**src/rtl/router_pkg.sv**
```systemverilog
// rtl/router_pkg.sv - shared widths, address codes and control-FSM state encodings for the 1x3 router
package router_pkg;

  localparam int DATA_W = 8;

  localparam logic [1:0] ADDR_INVALID = 2'b11;

  localparam logic [2:0] DECODE_ADDRESS     = 3'd0;
  localparam logic [2:0] LOAD_FIRST_DATA    = 3'd1;
  localparam logic [2:0] LOAD_DATA          = 3'd2;
  localparam logic [2:0] WAIT_TILL_EMPTY    = 3'd3;
  localparam logic [2:0] FIFO_FULL_STATE    = 3'd4;
  localparam logic [2:0] LOAD_AFTER_FULL    = 3'd5;
  localparam logic [2:0] LOAD_PARITY        = 3'd6;
  localparam logic [2:0] CHECK_PARITY_ERROR = 3'd7;

endpackage

```
**src/rtl/router_reg_if.sv**
```systemverilog
// rtl/router_reg_if.sv - source byte, FSM state strobes and register-stage results of the router datapath
interface router_reg_if;
  import router_pkg::*;

  logic              pkt_valid;
  logic [DATA_W-1:0] data_in;
  logic              fifo_full;
  logic              detect_add;
  logic              lfd_state;
  logic              ld_state;
  logic              laf_state;
  logic              full_state;
  logic              rst_int_reg;
  logic [DATA_W-1:0] dout;
  logic              parity_done;
  logic              low_pkt_valid;
  logic              err;

  modport master (
    output pkt_valid, data_in, fifo_full,
    output detect_add, lfd_state, ld_state, laf_state, full_state, rst_int_reg,
    input  dout, parity_done, low_pkt_valid, err
  );

  modport slave (
    input  pkt_valid, data_in, fifo_full,
    input  detect_add, lfd_state, ld_state, laf_state, full_state, rst_int_reg,
    output dout, parity_done, low_pkt_valid, err
  );

endinterface

```
**src/rtl/router_reg.sv**
```systemverilog
// rtl/router_reg.sv - router datapath register: header latch, FIFO-full hold byte, running parity and error flag
module router_reg
  import router_pkg::*;
(
  input  logic         clock,
  input  logic         resetn,
  router_reg_if.slave  bus
);

  logic [DATA_W-1:0] dout_d, dout_q;
  logic [DATA_W-1:0] header_d, header_q;
  logic [DATA_W-1:0] hold_d, hold_q;
  logic [DATA_W-1:0] int_par_d, int_par_q;
  logic [DATA_W-1:0] pkt_par_d, pkt_par_q;
  logic              parity_done_d, parity_done_q;
  logic              low_pkt_valid_d, low_pkt_valid_q;
  logic              err_d, err_q;

  logic laf_parity;

  // A parity byte parked in hold is only taken once, on the first LOAD_AFTER_FULL after it.
  assign laf_parity = bus.laf_state && low_pkt_valid_q && !parity_done_q;

  always_comb begin
    header_d        = header_q;
    dout_d          = dout_q;
    hold_d          = hold_q;
    int_par_d       = int_par_q;
    pkt_par_d       = pkt_par_q;
    parity_done_d   = parity_done_q;
    low_pkt_valid_d = low_pkt_valid_q;
    err_d           = err_q;

    if (bus.detect_add && bus.pkt_valid && bus.data_in[1:0] != ADDR_INVALID)
      header_d = bus.data_in;

    if (bus.lfd_state)
      dout_d = header_q;
    else if (bus.ld_state && !bus.fifo_full)
      dout_d = bus.data_in;
    else if (bus.laf_state)
      dout_d = hold_q;

    if (bus.ld_state && bus.fifo_full)
      hold_d = bus.data_in;

    // Payload bytes are accumulated on arrival even when parked in hold, so the replay is not counted again.
    if (bus.detect_add)
      int_par_d = '0;
    else if (bus.lfd_state)
      int_par_d = int_par_q ^ header_q;
    else if (bus.ld_state && bus.pkt_valid && !bus.full_state)
      int_par_d = int_par_q ^ bus.data_in;

    if (bus.detect_add)
      pkt_par_d = '0;
    else if (bus.ld_state && !bus.pkt_valid && !bus.fifo_full)
      pkt_par_d = bus.data_in;
    else if (laf_parity)
      pkt_par_d = hold_q;

    if (bus.ld_state && !bus.pkt_valid)
      low_pkt_valid_d = 1'b1;
    else if (bus.rst_int_reg)
      low_pkt_valid_d = 1'b0;

    if (bus.detect_add)
      parity_done_d = 1'b0;
    else if ((bus.ld_state && !bus.fifo_full && !bus.pkt_valid) || laf_parity)
      parity_done_d = 1'b1;

    if (bus.detect_add)
      err_d = 1'b0;
    else if (parity_done_q)
      err_d = (int_par_q != pkt_par_q);
  end

  always_ff @(posedge clock) begin
    if (!resetn) begin
      dout_q          <= '0;
      header_q        <= '0;
      hold_q          <= '0;
      int_par_q       <= '0;
      pkt_par_q       <= '0;
      parity_done_q   <= 1'b0;
      low_pkt_valid_q <= 1'b0;
      err_q           <= 1'b0;
    end else begin
      dout_q          <= dout_d;
      header_q        <= header_d;
      hold_q          <= hold_d;
      int_par_q       <= int_par_d;
      pkt_par_q       <= pkt_par_d;
      parity_done_q   <= parity_done_d;
      low_pkt_valid_q <= low_pkt_valid_d;
      err_q           <= err_d;
    end
  end

  assign bus.dout          = dout_q;
  assign bus.parity_done   = parity_done_q;
  assign bus.low_pkt_valid = low_pkt_valid_q;
  assign bus.err           = err_q;

endmodule

```
**src/flat_wrapper.sv**
```systemverilog
// flat-port wrapper written by rule: the top's interface ports become plain ports
module router_reg_flat import router_pkg::*;
  (clock, resetn, bus_pkt_valid, bus_data_in, bus_fifo_full, bus_detect_add, bus_lfd_state, bus_ld_state, bus_laf_state, bus_full_state, bus_rst_int_reg, bus_dout, bus_parity_done, bus_low_pkt_valid, bus_err);
  router_reg_if bus_i ();
  input  logic clock;
  input  logic resetn;
  input wire logic [$bits(bus_i.pkt_valid)-1:0] bus_pkt_valid;
  input wire logic [$bits(bus_i.data_in)-1:0] bus_data_in;
  input wire logic [$bits(bus_i.fifo_full)-1:0] bus_fifo_full;
  input wire logic [$bits(bus_i.detect_add)-1:0] bus_detect_add;
  input wire logic [$bits(bus_i.lfd_state)-1:0] bus_lfd_state;
  input wire logic [$bits(bus_i.ld_state)-1:0] bus_ld_state;
  input wire logic [$bits(bus_i.laf_state)-1:0] bus_laf_state;
  input wire logic [$bits(bus_i.full_state)-1:0] bus_full_state;
  input wire logic [$bits(bus_i.rst_int_reg)-1:0] bus_rst_int_reg;
  output wire logic [$bits(bus_i.dout)-1:0] bus_dout;
  output wire logic [$bits(bus_i.parity_done)-1:0] bus_parity_done;
  output wire logic [$bits(bus_i.low_pkt_valid)-1:0] bus_low_pkt_valid;
  output wire logic [$bits(bus_i.err)-1:0] bus_err;
  assign bus_i.pkt_valid = bus_pkt_valid;
  assign bus_i.data_in = bus_data_in;
  assign bus_i.fifo_full = bus_fifo_full;
  assign bus_i.detect_add = bus_detect_add;
  assign bus_i.lfd_state = bus_lfd_state;
  assign bus_i.ld_state = bus_ld_state;
  assign bus_i.laf_state = bus_laf_state;
  assign bus_i.full_state = bus_full_state;
  assign bus_i.rst_int_reg = bus_rst_int_reg;
  assign bus_dout = bus_i.dout;
  assign bus_parity_done = bus_i.parity_done;
  assign bus_low_pkt_valid = bus_i.low_pkt_valid;
  assign bus_err = bus_i.err;
  router_reg u_core (.clock(clock), .resetn(resetn), .bus(bus_i));
endmodule
```
**config.mk**
```make
export PLATFORM = sky130hd
export DESIGN_NAME = router_reg_flat
export DESIGN_NICKNAME = d
export VERILOG_FILES = /design/src/rtl/router_pkg.sv /design/src/rtl/router_reg_if.sv /design/src/rtl/router_reg.sv /design/src/flat_wrapper.sv
export SDC_FILE = /design/constraint.sdc
export NUM_CORES = 1
export LEC_CHECK = 0
export ABC_AREA = 1
export ABC_CLOCK_PERIOD_IN_PS = 1100
export BUFFER_PORTS_ARGS = -buffer_cell sky130_fd_sc_hd__buf_2
export CAP_MARGIN = 20
export CELL_PAD_IN_SITES_DETAIL_PLACEMENT = 1
export CELL_PAD_IN_SITES_GLOBAL_PLACEMENT = 2
export CORE_AREA = 8 8 84 101
export CTS_CLUSTER_DIAMETER = 150
export DETAILED_ROUTE_END_ITERATION = 8
export DIE_AREA = 0 0 92 109
export PLACE_DENSITY = 0.86
export SLEW_MARGIN = 20
export SYNTH_ARGS = -nofsm -noshare
export SYNTH_HDL_FRONTEND = slang
export SYNTH_SLANG_ARGS = --single-unit
```
**constraint.sdc**
```tcl
create_clock -name clock -period 1.1 [get_ports clock]
set_input_delay 0.055 -clock clock [delete_from_list [all_inputs] [get_ports clock]]
set_output_delay 0.055 -clock clock [all_outputs]
set_load 0.01 [all_outputs]
```
==> flow_summary.json <==
{
  "status": "completed",
  "routed.top_layer": "met4",
  "synth_cell_type_count": 22,
  "worst_pin_slew_ns": 0.467,
  "drive_gt1_share_pct": 18.5,
  "whs_ns": 0.0297,
  "synth-edff-count": 0,
  "ant_nets": 0,
  "antenna_found_initial": 0,
  "hpwl_microns": 4430,
  "synth_flop_cell": "dfxtp_1",
  "cpPeakStageDelay_ns": 0.32,
  "drv_cap": 0,
  "grt_pass1_vias": 2093,
  "nets": 357,
  "fin_crit_sh_pct": 92.2,
  "ir_worst_vdd_uv": 813,
  "antenna_cells": 0,
  "port-buffer-count": 28,
  "dr.first_iter.drc_count": 90,
  "cts_buffer_depth": 2,
  "maxSlewViolCount": 0,
  "ys_async_sr_fraction_pct": 0,
  "cts_num_sinks": 43,
  "num_rows": 34,
  "wl_met3_microns": 195,
  "drt-met1-wl_microns": 2840,
  "max_freq_mhz": 986,
  "postSynthCellCount": 298,
  "die_h_microns": 109,
  "start_util_pct": 29.5,
  "path_cells": "inv_1 > nand3_4 > nand2_8 > nor2_1 > nor3_2",
  "met2_length_microns": 2980,
  "cts_inserted_buffers": 5,
  "die_x_microns": 92,
  "dr_total_vias": 2018,
  "final_cells": 430,
  "crit_arrival_ns": 1.24,
  "wirelength_microns": 6120,
  "drt-pass1-iter-count": 4,
  "grt.total_usage_pct": 12.8,
  "place.gp.congestion": 0.802,
  "critPathKind": "register to register",
  "ys_seq_area_share_pct": 41.8,
  "ctsRootBufferMaster": "clkbuf_8",
  "synthesis.nets": 316,
  "h-tree-depth": 2,
  "crit_path_end_kind": "register",
  "slowest_stage": "dfxtp_1",
  "grt_pass1_wl_microns": 10300,
  "cp-start-kind": "register",
  "ioPinCount": 29,
  "clock_latency_ns": 0.30,
  "fin_worst_skew_ns": 0.00345,
  "cts_tree": "yes",
  "period_needed_ns": 1.01,
  "vias_per_cell": 4.69,
  "hold_viol": 0,
  "die-area_sq_um": 10000,
  "ys_ff_latch": 43,
  "synth_area_sq_um": 2060,
  "path_clk_slew_ns": 0.08,
  "area_growth_syn_to_layout_pct": 23.6,
  "p_leak_uw": 0.00116,
  "grt_max_degree": 25,
  "synth.avg_cell_area_sq_um": 6.90,
  "crit_required_ns": 1.33,
  "finalSetupTns_ns": 0,
  "setup_viol": 0,
  "yosys_warnings": 0,
  "place_inst": 416,
  "hold_path.class": "input pin to register",
  "wl_per_cell_microns": 14.2,
  "pwr_density_cell_nw_per_um2": 1380,
  "core_area_sq_um": 6980,
  "final.fill_count": 902,
  "grt_overflow": 0,
  "rsz0062_at_grt": "true",
  "relSlewSlack_pct": 68.8,
  "drc": 0,
  "cp_max_fo": 15
}
==> placed cells by master (no fill, tap or decap), types with 6 or more instances in the layout <==
| cell | instances |
|---|---|
| buf_2 | 28 |
| nand2_1 | 69 |
| buf_4 | 10 |
| inv_1 | 40 |
| nand3_1 | 10 |
| dfxtp_1 | 43 |
| o21ai_1 | 10 |
| nor2_1 | 29 |
| o21ai_0 | 30 |
| clkbuf_8 | 6 |
| a21oi_1 | 34 |
==> worst max-delay path: cells and delay by family, from the launching register on <==
kind	cells	cell delay, ns
buffers and inverters	1	0.14
DFF	1	0.32
and+or+nand+nor	4	0.48
==> power by group <==
group	switching [uW]	internal [uW]	leakage, uW
logic	323	200	0.000743
clock network	576	736	0.0000612
registers	46.8	1640	0.000352
==> worst paths after layout <==
| kind | startpoint | to | slack (ns) | cells after the start |
|---|---|---|---|---|
| max reg2reg | u_core.bus.parity_done$_SDFFE_PP0P_ | u_core.pkt_par_q[0]$_SDFFE_PP0P_ | 0.09 | 5 |
| min reg2reg | u_core.hold_q[4]$_SDFFE_PN0P_ | u_core.hold_q[4]$_SDFFE_PN0P_ | 0.47 | 2 |
| min | bus_data_in[7] | u_core.header_q[7]$_SDFFE_PN0P_ | 0.03 | 3 |
| max | u_core.bus.parity_done$_SDFFE_PP0P_ | u_core.pkt_par_q[0]$_SDFFE_PP0P_ | 0.09 | 5 |
==> repair_timing <==
item / in CTS / in global routing
resized for setup: 0 / 6
endpoints found under the setup margin: 0 / 9
hold endpoints to repair: 1 / 0
hold buffers: 2 / 0
setup buffers: 0 / 3
==> sequential cells by signal, summed over array words and instances, names as in the netlist <==
signal / cells
u_core.pkt_par_q: 8
u_core.bus.low_pkt_valid: 1
u_core.hold_q: 8
u_core.int_par_q: 8
u_core.header_q: 8
u_core.bus.err: 1
u_core.bus.parity_done: 1
u_core.bus.dout: 8
==> cells in the mapped netlist (3+ instances only) <==
library cell  number  share of area, %
nand3_1           11               2.7
a31oi_1            5               1.5
clkbuf_1           3              0.55
o22ai_1            3              0.91
inv_1             40               7.3
a21oi_1           34               8.3
buf_2              4              0.97
nor2_1            29               5.3
o21ai_0           30               7.3
nand2_1           69                13
a21oi_2            4               1.7
o21ai_1           10               2.4
dfxtp_1           43                42
==> layout make-up <==
class / instances / area [sq um] / share of cell area [%]
Multi-Input combinational cell: 204 / 1010 / 39.6
Sequential cell: 43 / 861 / 33.9
Timing Repair Buffer: 43 / 287 / 11.3
Inverter: 42 / 158 / 6.20
Tap cell: 90 / 113 / 4.43
Clock buffer: 6 / 82.6 / 3.25
Clock inverter: 2 / 35.0 / 1.38
==> metal layers <==
metal / vias to the layer above / global-route usage (%)
li1: 1043 / -
met2: 27 / 22.3
met3: 8 / 2.27
met5: - / 0
met4: 0 / 4.84
met1: 940 / 15.4
==> through the flow <==
stage	cell area, sq um	utilization, %	setup slack, ns	power (uW)
5_1_grt	2540	36.4	-0.00189	3680
3_3_place_gp	2350	33.7	0.0433	2200
6_report	2540	36.4	0.0859	3520
3_5_place_dp	2350	33.7	0.0312	2210
2_1_floorplan	2060	-	0.0476	2020
4_1_cts	2490	35.7	0.0222	3510
==> cell families after synthesis <==
family / Yosys count / synth area share (%)
xor+xnor: 2 / 0.852
flops: 43 / 41.8
buf+inv: 51 / 10.5
simple gates: 116 / 24.7
compound gates: 86 / 22.1
Power figures use the tool's default switching activity.
